==> src/rtl/mem_arb_pkg.sv <==
// Shared types and constants for the main-memory arbiter.
// Byte lane 0 is the most significant byte of every 32-bit word.
package mem_arb_pkg;

    typedef enum logic [1:0] {
        IDLE = 2'd0,
        BUSY = 2'd1,
        DONE = 2'd2
    } arb_state_t;

    localparam int REQ_IFETCH = 0;
    localparam int REQ_DATA   = 1;

    localparam int BYTE0_MSB = 31;
    localparam int BYTE0_LSB = 24;
    localparam int BYTE3_MSB = 7;
    localparam int BYTE3_LSB = 0;

    function automatic logic [7:0] byte_lane(input logic [31:0] w, input logic [1:0] lane);
        logic [7:0] b;
        case (lane)
            2'd0:    b = w[31:24];
            2'd1:    b = w[23:16];
            2'd2:    b = w[15:8];
            default: b = w[7:0];
        endcase
        return b;
    endfunction

endpackage

==> src/rtl/mem_arbiter_arb_pick.sv <==
// Combinational winner selection for the memory arbiter.
// Round-robin by default; ARB_FIXED_PRIO_EN makes the data side always win.
module arb_pick
    import mem_arb_pkg::*;
(
    input  logic       req0_i,
    input  logic       req1_i,
    input  logic       last_i,
    output logic [1:0] gnt_o
);

`ifdef ARB_FIXED_PRIO_EN
    logic unused_last;
    assign unused_last = last_i;

    always_comb begin
        gnt_o = 2'b00;
        if (req1_i) begin
            gnt_o[REQ_DATA] = 1'b1;
        end else if (req0_i) begin
            gnt_o[REQ_IFETCH] = 1'b1;
        end
    end
`else
    // On contention the requester that did not win last time goes first.
    always_comb begin
        gnt_o = 2'b00;
        if (req0_i && req1_i) begin
            if (last_i) begin
                gnt_o[REQ_IFETCH] = 1'b1;
            end else begin
                gnt_o[REQ_DATA] = 1'b1;
            end
        end else if (req1_i) begin
            gnt_o[REQ_DATA] = 1'b1;
        end else if (req0_i) begin
            gnt_o[REQ_IFETCH] = 1'b1;
        end
    end
`endif

endmodule

==> src/rtl/mem_arbiter.sv <==
// Arbitrates the single main-memory port between instruction and data caches.
// Define ARB_FIXED_PRIO_EN to replace round-robin with fixed data-side priority.
module mem_arbiter
    import mem_arb_pkg::*;
#(
    parameter int RD_LAT = 4,
    parameter int WR_LAT = 5,
    parameter int CNT_W  = 4
) (
    input  logic        clk,
    input  logic        reset,
    input  logic        req0,
    input  logic        req1,
    input  logic        we0,
    input  logic        we1,
    input  logic [31:0] addr0,
    input  logic [31:0] addr1,
    input  logic [31:0] wdata0,
    input  logic [31:0] wdata1,
    output logic [31:0] rdata,
    output logic        done0,
    output logic        done1,
    output logic [1:0]  gnt,
    output logic [31:0] mem_addr,
    output logic [31:0] mem_data_in,
    output logic        mem_write_en,
    input  logic [31:0] mem_data_out
);

    localparam logic [CNT_W-1:0] RD_END = CNT_W'(RD_LAT - 1);
    localparam logic [CNT_W-1:0] WR_END = CNT_W'(WR_LAT - 1);

    arb_state_t        state_q, state_d;
    logic [CNT_W-1:0]  cnt_q;
    logic              last_q;
    logic [1:0]        gnt_q;
    logic [31:0]       rdata_q;
    logic [31:0]       mem_addr_q;
    logic [31:0]       mem_data_in_q;
    logic              mem_we_q;
    logic [1:0]        pick;
    logic              any_req;
    logic              at_end;

    arb_pick u_pick (
        .req0_i (req0),
        .req1_i (req1),
        .last_i (last_q),
        .gnt_o  (pick)
    );

    assign any_req = req0 | req1;
    // mem_we_q stays set for the whole BUSY phase, so it also tells the op type.
    assign at_end  = (cnt_q == (mem_we_q ? WR_END : RD_END));

    always_ff @(posedge clk or negedge reset) begin
        if (!reset) begin
            state_q <= IDLE;
        end else begin
            state_q <= state_d;
        end
    end

    always_comb begin
        state_d = state_q;
        unique case (state_q)
            IDLE:    if (any_req) state_d = BUSY;
            BUSY:    if (at_end)  state_d = DONE;
            DONE:    state_d = IDLE;
            default: state_d = IDLE;
        endcase
    end

    always_ff @(posedge clk or negedge reset) begin
        if (!reset) begin
            cnt_q         <= '0;
            last_q        <= 1'b1;
            gnt_q         <= 2'b00;
            rdata_q       <= '0;
            mem_addr_q    <= '0;
            mem_data_in_q <= '0;
            mem_we_q      <= 1'b0;
        end else begin
            unique case (state_q)
                IDLE: begin
                    if (any_req) begin
                        gnt_q         <= pick;
                        last_q        <= pick[REQ_DATA];
                        cnt_q         <= '0;
                        mem_addr_q    <= pick[REQ_DATA] ? addr1  : addr0;
                        mem_data_in_q <= pick[REQ_DATA] ? wdata1 : wdata0;
                        mem_we_q      <= pick[REQ_DATA] ? we1    : we0;
                    end
                end
                BUSY: begin
                    if (at_end) begin
                        if (!mem_we_q) begin
                            rdata_q <= mem_data_out;
                        end
                        mem_we_q <= 1'b0;
                        cnt_q    <= '0;
                    end else begin
                        cnt_q <= cnt_q + 1'b1;
                    end
                end
                DONE: begin
                    gnt_q <= 2'b00;
                end
                default: begin
                    gnt_q    <= 2'b00;
                    mem_we_q <= 1'b0;
                end
            endcase
        end
    end

    always_comb begin
        done0 = 1'b0;
        done1 = 1'b0;
        if (state_q == DONE) begin
            done0 = gnt_q[REQ_IFETCH];
            done1 = gnt_q[REQ_DATA];
        end
    end

    assign gnt          = gnt_q;
    assign rdata        = rdata_q;
    assign mem_addr     = mem_addr_q;
    assign mem_data_in  = mem_data_in_q;
    assign mem_write_en = mem_we_q;

endmodule
==> config.mk <==
export PLATFORM = sky130hd
export DESIGN_NAME = mem_arbiter
export DESIGN_NICKNAME = d
export VERILOG_FILES = /design/src/rtl/mem_arb_pkg.sv /design/src/rtl/mem_arbiter_arb_pick.sv /design/src/rtl/mem_arbiter.sv
export SDC_FILE = /design/constraint.sdc
export NUM_CORES = 1
export LEC_CHECK = 0
export CAP_MARGIN = 40
export CORE_MARGIN = 4
export CORE_UTILIZATION = 40
export DETAILED_ROUTE_END_ITERATION = 8
export DONT_BUFFER_PORTS = 1
export GPL_ROUTABILITY_DRIVEN = 0
export PLACE_DENSITY = 0.67
export SYNTH_ARGS = -nofsm -noshare
export SYNTH_HDL_FRONTEND = slang
export SYNTH_SLANG_ARGS = --single-unit
==> constraint.sdc <==
create_clock -name clk -period 1.7 [get_ports clk]
set_input_delay 0.34 -clock clk [delete_from_list [all_inputs] [get_ports clk]]
set_output_delay 0.34 -clock clk [all_outputs]
set_load 0.005 [all_outputs]
**Yosys cells after proc, flatten, opt, wreduce, memory -nomap -nowiden**

Cells that the tools add are included.

- Input bits: 166
- Flip-flop bits (word level): 106
- Logic and storage cells: 50
- Output and inout bits: 101

- Multiplexer cells: 23
- Equality and inequality tests: 5
- Reductions and logical operators: 9
- $add $sub $neg: 1
- Bitwise operators: 4

Operators by type and width:

| kind | number |
|---|---|
| 2-to-1 mux 32 bit | 2 |
| 2-to-1 mux 1 bit | 10 |
| 2-to-1 mux 2 bit | 4 |
| 2-to-1 mux 4 bit | 2 |
| case mux 2 bit (2 select lines) | 2 |
| case mux 4 bit (2 select lines) | 1 |
| AND reduction 2 bit | 4 |
| AND reduction 3 bit | 2 |
| adder 4 x 1 -> 4 bit (second input constant) | 1 |
| == test 4 x 3 -> 1 bit | 1 |
| != test 2 bit (second input constant) | 2 |
| 2-to-1 mux 3 bit | 1 |
| inverter 1 bit | 3 |
| case mux 1 bit (3 select lines) | 1 |
| == test 2 x 1 -> 1 bit (second input constant) | 1 |
| == test 2 bit (second input constant) | 1 |
| zero test 2 bit | 1 |
| nonzero test 2 bit | 1 |
| logical AND 1 bit | 1 |
| bitwise OR 1 bit | 1 |

**Depth between registers and ports, before layout**

- Depth after elaboration: 6
- Mapped depth: 6

**By module**

From an unflattened synthesis, not the netlist that was laid out.

- Cells, all modules: 407
- Area total of the unflattened synthesis: 4880.9 um^2

Modules (own cells, without submodules):

| module | times used | area an instance (um^2) | sequential area each (um^2) | cells an instance |
|---|---|---|---|---|
| mem_arbiter | 1 | 4862.2 | 2653.8 | 404 |
| arb_pick | 1 | 18.8 | 0.0 | 3 |

**Least setup slack after synthesis**

No wires, ideal clock.

- Path type: reg2reg
- Start: register mem_we_q (netlist: mem_write_en)
- End: register rdata_q[10] (netlist: rdata[10])
- Slack: -89 ps
- Stages on the path, launching flop included: 6
- Arrival: 1664 ps
- Library setup time: 125 ps
- Cell sequence: dfrtp_1 > nand4bb_1 > or4_1 > buf_6 > buf_12 > mux2_4

- Word-level cells in the longest chain between the ends: 3
- Elaborated cells on any way between the ends: 4
- Classes of those cells: eq/ne: 1; mux: 1; bitwise: 1; reduce/logical: 1

RTL lines:

| element | line | RTL |
|---|---|---|
| from (decl) | mem_arbiter.sv:40 | `logic mem_we_q;` |
| from (signal assigned) | mem_arbiter.sv:92 | `mem_we_q <= pick[REQ_DATA] ? we1 : we0;` |
| 2-to-1 mux 3 bit | mem_arbiter.sv:54 | `assign at_end = (cnt_q == (mem_we_q ? WR_END : RD_END));` |
| == test 4 x 3 -> 1 bit | mem_arbiter.sv:54 |  |
| AND reduction 3 bit (no line) (*) | - |  |
| to (signal assigned) | mem_arbiter.sv:98 | `rdata_q <= mem_data_out;` |
| to (decl) | mem_arbiter.sv:37 | `logic [31:0] rdata_q;` |

Mark *: on every way between the ends. The rest lies on a longest branch, timed or not.
A chain may end at the register's enable or synchronous reset.

**Final worst setup path**

- Start: register cnt_q[2]
- End: register rdata_q[26] (netlist: rdata[26])

- Word-level cells in the longest chain between the ends: 2

RTL lines:

| element | line | RTL |
|---|---|---|
| from (decl) | mem_arbiter.sv:34 | `logic [CNT_W-1:0] cnt_q;` |
| from (signal assigned) | mem_arbiter.sv:103 | `cnt_q <= cnt_q + 1'b1;` |
| == test 4 x 3 -> 1 bit | mem_arbiter.sv:54 |  |
| AND reduction 3 bit (no line) | - |  |

No other way between the ends.

==> results.sh <==
export IMPL_synth_area_per_cell_um2=15.1
export IMPL_die_y_um=120
export IMPL_ir_drop_v=0.00100
export IMPL_hold_slack_ps=-306
export IMPL_post_synth_top_count_cell="mux2_2"
export IMPL_routed_wl_um=11500
export IMPL_powerDensity_mw_per_mm2=1900
export IMPL_synth_area_leaders="dfrtp_1, mux2_2, mux2_4"
export IMPL_async_reset_ff_frac=1.00
export IMPL_overflow=0
export IMPL_cts_buffers_inserted=9
export IMPL_cts_buffer_depth=2
export IMPL_violations="negative hold slack, negative setup slack"
export IMPL_period_share=1.05
export IMPL_cts_root_buf="clkbuf_16"
export IMPL_ys_types=35
export IMPL_via_per_inst=5.35
export IMPL_drt_first_pass_iters=4
export IMPL_ys_ff_latch=106
export IMPL_io_pins=267
export IMPL_start_kind="flop"
export IMPL_seq_area_mm2=0.00265
export IMPL_setup_viol=32
export IMPL_synth_top_cell_area_share=0.523
export IMPL_portBuffers=0
export IMPL_cap_violations=0
export IMPL_final_setup_tns_ps=-2430
export IMPL_row_count=40
export IMPL_cts_htree_levels=3
export IMPL_ys_warnings_count=0
export IMPL_die_x_um=120
export IMPL_fmax_ghz=0.558
export IMPL_path_class="reg -> reg"
export IMPL_outcome="finished with violations"
export IMPL_grt_pass1_wl_um=16800
export IMPL_drtIter0Drc=119
export IMPL_hold_path_class="in -> async"
export IMPL_drc=0
export IMPL_yosysTopAreaCell="dfrtp_1"
export IMPL_wl_per_cell_um=22.0
export IMPL_grt_setup_unrepaired="yes"
export IMPL_dpl_hpwl_um=8130
export IMPL_multi_input_area_mm2=0.00224
export IMPL_clock_sinks=106
export IMPL_ant_nets=0
export IMPL_synthesis_nets=499
export IMPL_core_mm2=0.0122
export IMPL_p_leak_nw=2.52
export IMPL_grt_use_total=0.149
export IMPL_nets=516
export IMPL_synthTopCellsByCount="mux2_2, dfrtp_1, mux2_4, buf_2, a21oi_1"
export IMPL_synth_area_mm2=0.00502
export IMPL_drive_above_1_share=0.588
export IMPL_worstSkewPairLatency_ps=340
export IMPL_worstPathRequired_ps=1920
export IMPL_synth_edff_count=0
export IMPL_diodes=0
export IMPL_worstPathArrival_ps=2010
export IMPL_worstMarginPinSlew_ps=393
export IMPL_vias=2792
export IMPL_fin_worst_skew_ps=4.49
export IMPL_grt_pass1_vias=3060
export IMPL_areaGrowthSynthToFinish_pct=16.4
export IMPL_dieArea_mm2=0.0144
export IMPL_start_util=0.413
export IMPL_grt_max_degree=107
export IMPL_cts_tree="yes"
export IMPL_synth_cells=332
export IMPL_slew_headroom=0.738
export IMPL_setup_worst_path_end_class="flop"
export IMPL_clk_pin_slew_ps=70
export IMPL_hold_viol=106
export IMPL_ys_flop_type="dfrtp_1"
export IMPL_fillCellCount=1070
export IMPL_grt_antenna_before_repair=0
export IMPL_post_route_min_period_ps=1790
export IMPL_slew_violations=0
export IMPL_cp_max_fo=16
export IMPL_ys_seq_area_frac=0.528
export IMPL_worst_slack_ps=-91.3
[cell usage in the layout, fill, tap and decap left out]
cell       Yosys  final
a21boi_4       0      2
a21oi_1        5      5
a31oi_1        1      1
a32oi_1        2      2
and2_1         1      1
and3b_1        2      2
buf_12         3      4
buf_16         0      3
buf_4          1     12
buf_6          1      5
bufinv_16      0      4
clkbuf_16      0     11
dfrtp_1      105    105
dfstp_2        1      1
ha_1           1      1
inv_1          3      3
inv_6          0      3
mux2_2       130    130
mux2_4        30     30
nand2_1        3      3
nand2b_1       3      3
nand3b_1       1      1
nand4bb_1      1      1
nor2_4         0      1
nor2b_1        3      3
nor3_1         1      1
nor3b_1        1      1
o21ai_0        4      4
o21bai_1       2      2
o22ai_1        1      1
o31ai_1        3      3
o32ai_1        1      1
or4_1          2      1
or4_4          0      1
or4b_2         1      1
or4bb_1        1      1
[metrics by stage]
step / instances / power, W / setup slack [ps] / cell area, um^2 / util
after floorplan: 332 / 0.00734 / -89.1 / 5030 / -
after global placement: 495 / 0.00811 / -168 / 5260 / 0.432
after detailed placement: 495 / 0.00827 / -204 / 5260 / 0.432
after CTS: 516 / 0.0111 / -153 / 5750 / 0.473
after global routing: 522 / 0.0118 / -126 / 5850 / 0.481
final: 522 / 0.0111 / -91.3 / 5850 / 0.481
[final timing paths]
check / depth (start not counted) / slack (ps) / to / from
min reg2reg: 1 / 540 / mem_addr[9] / mem_addr[9]
min in group clk: 1 / 70 / last_q / req0
max in group asynchronous: 0 / 1780 / last_q / reset
max reg2reg: 4 / -90 / rdata[26] / cnt_q[2]
max: 4 / -90 / rdata[26] / cnt_q[2]
min: 0 / -310 / mem_data_in[25] / reset
[flip-flops by register name (all words and copies together) (netlist names)]
| name | flops |
|---|---|
| state_q | 2 |
| mem_addr | 32 |
| rdata | 32 |
| mem_data_in | 32 |
| mem_write_en | 1 |
| last_q | 1 |
| gnt | 2 |
| cnt_q | 4 |
[power breakdown]
| part | total, W | internal [W] | switching (W) |
|---|---|---|---|
| Clock | 0.00252 | 0.00160 | 0.000920 |
| Combinational | 0.00365 | 0.00239 | 0.00125 |
| Sequential | 0.00493 | 0.00384 | 0.00109 |
[critical path, cell delays in order (launching register included)]
cell       delay, ps
dfrtp_1          390
nand4bb_1        210
or4_4            570
buf_12           200
mux2_4           310
[per-layer routing]
metal,track usage,part of all wire,up-vias
met2,0.263,0.55,107
met4,0.0530,0.015,0
met5,0,0,-
li1,-,-,1239
met3,0.0419,0.055,13
met1,0.173,0.38,1433
[layout make-up]
cell class / count / share of cell area
multi-input combinational: 203 / 0.383
tap: 168 / 0.0360
inverter: 3 / 0.00193
timing repair buffer: 26 / 0.0614
clock buffer: 9 / 0.0385
clock inverter: 7 / 0.0250
sequential: 106 / 0.454
[cell families (layout without fill, tap and decap cells)]
logic type / after synthesis / after routing / synth area share
buffers and inverters: 23 / 45 / 0.0319
and+or+nand+nor: 21 / 21 / 0.0286
AOI/OAI and AO/OA: 21 / 21 / 0.0279
adders and majority gates: 1 / 1 / 0.00249
DFF: 106 / 106 / 0.528
muxes: 160 / 160 / 0.381
[timing repair]
item                                    4_1_cts  5_1_grt
resized for setup                             8        5
pin swaps                                     1        2
hold endpoints to repair                    106      106
buffers inserted                              2        3
gates cloned                                  3        3
endpoints found under the setup margin       86      100
Power figures use the tool's default switching activity.
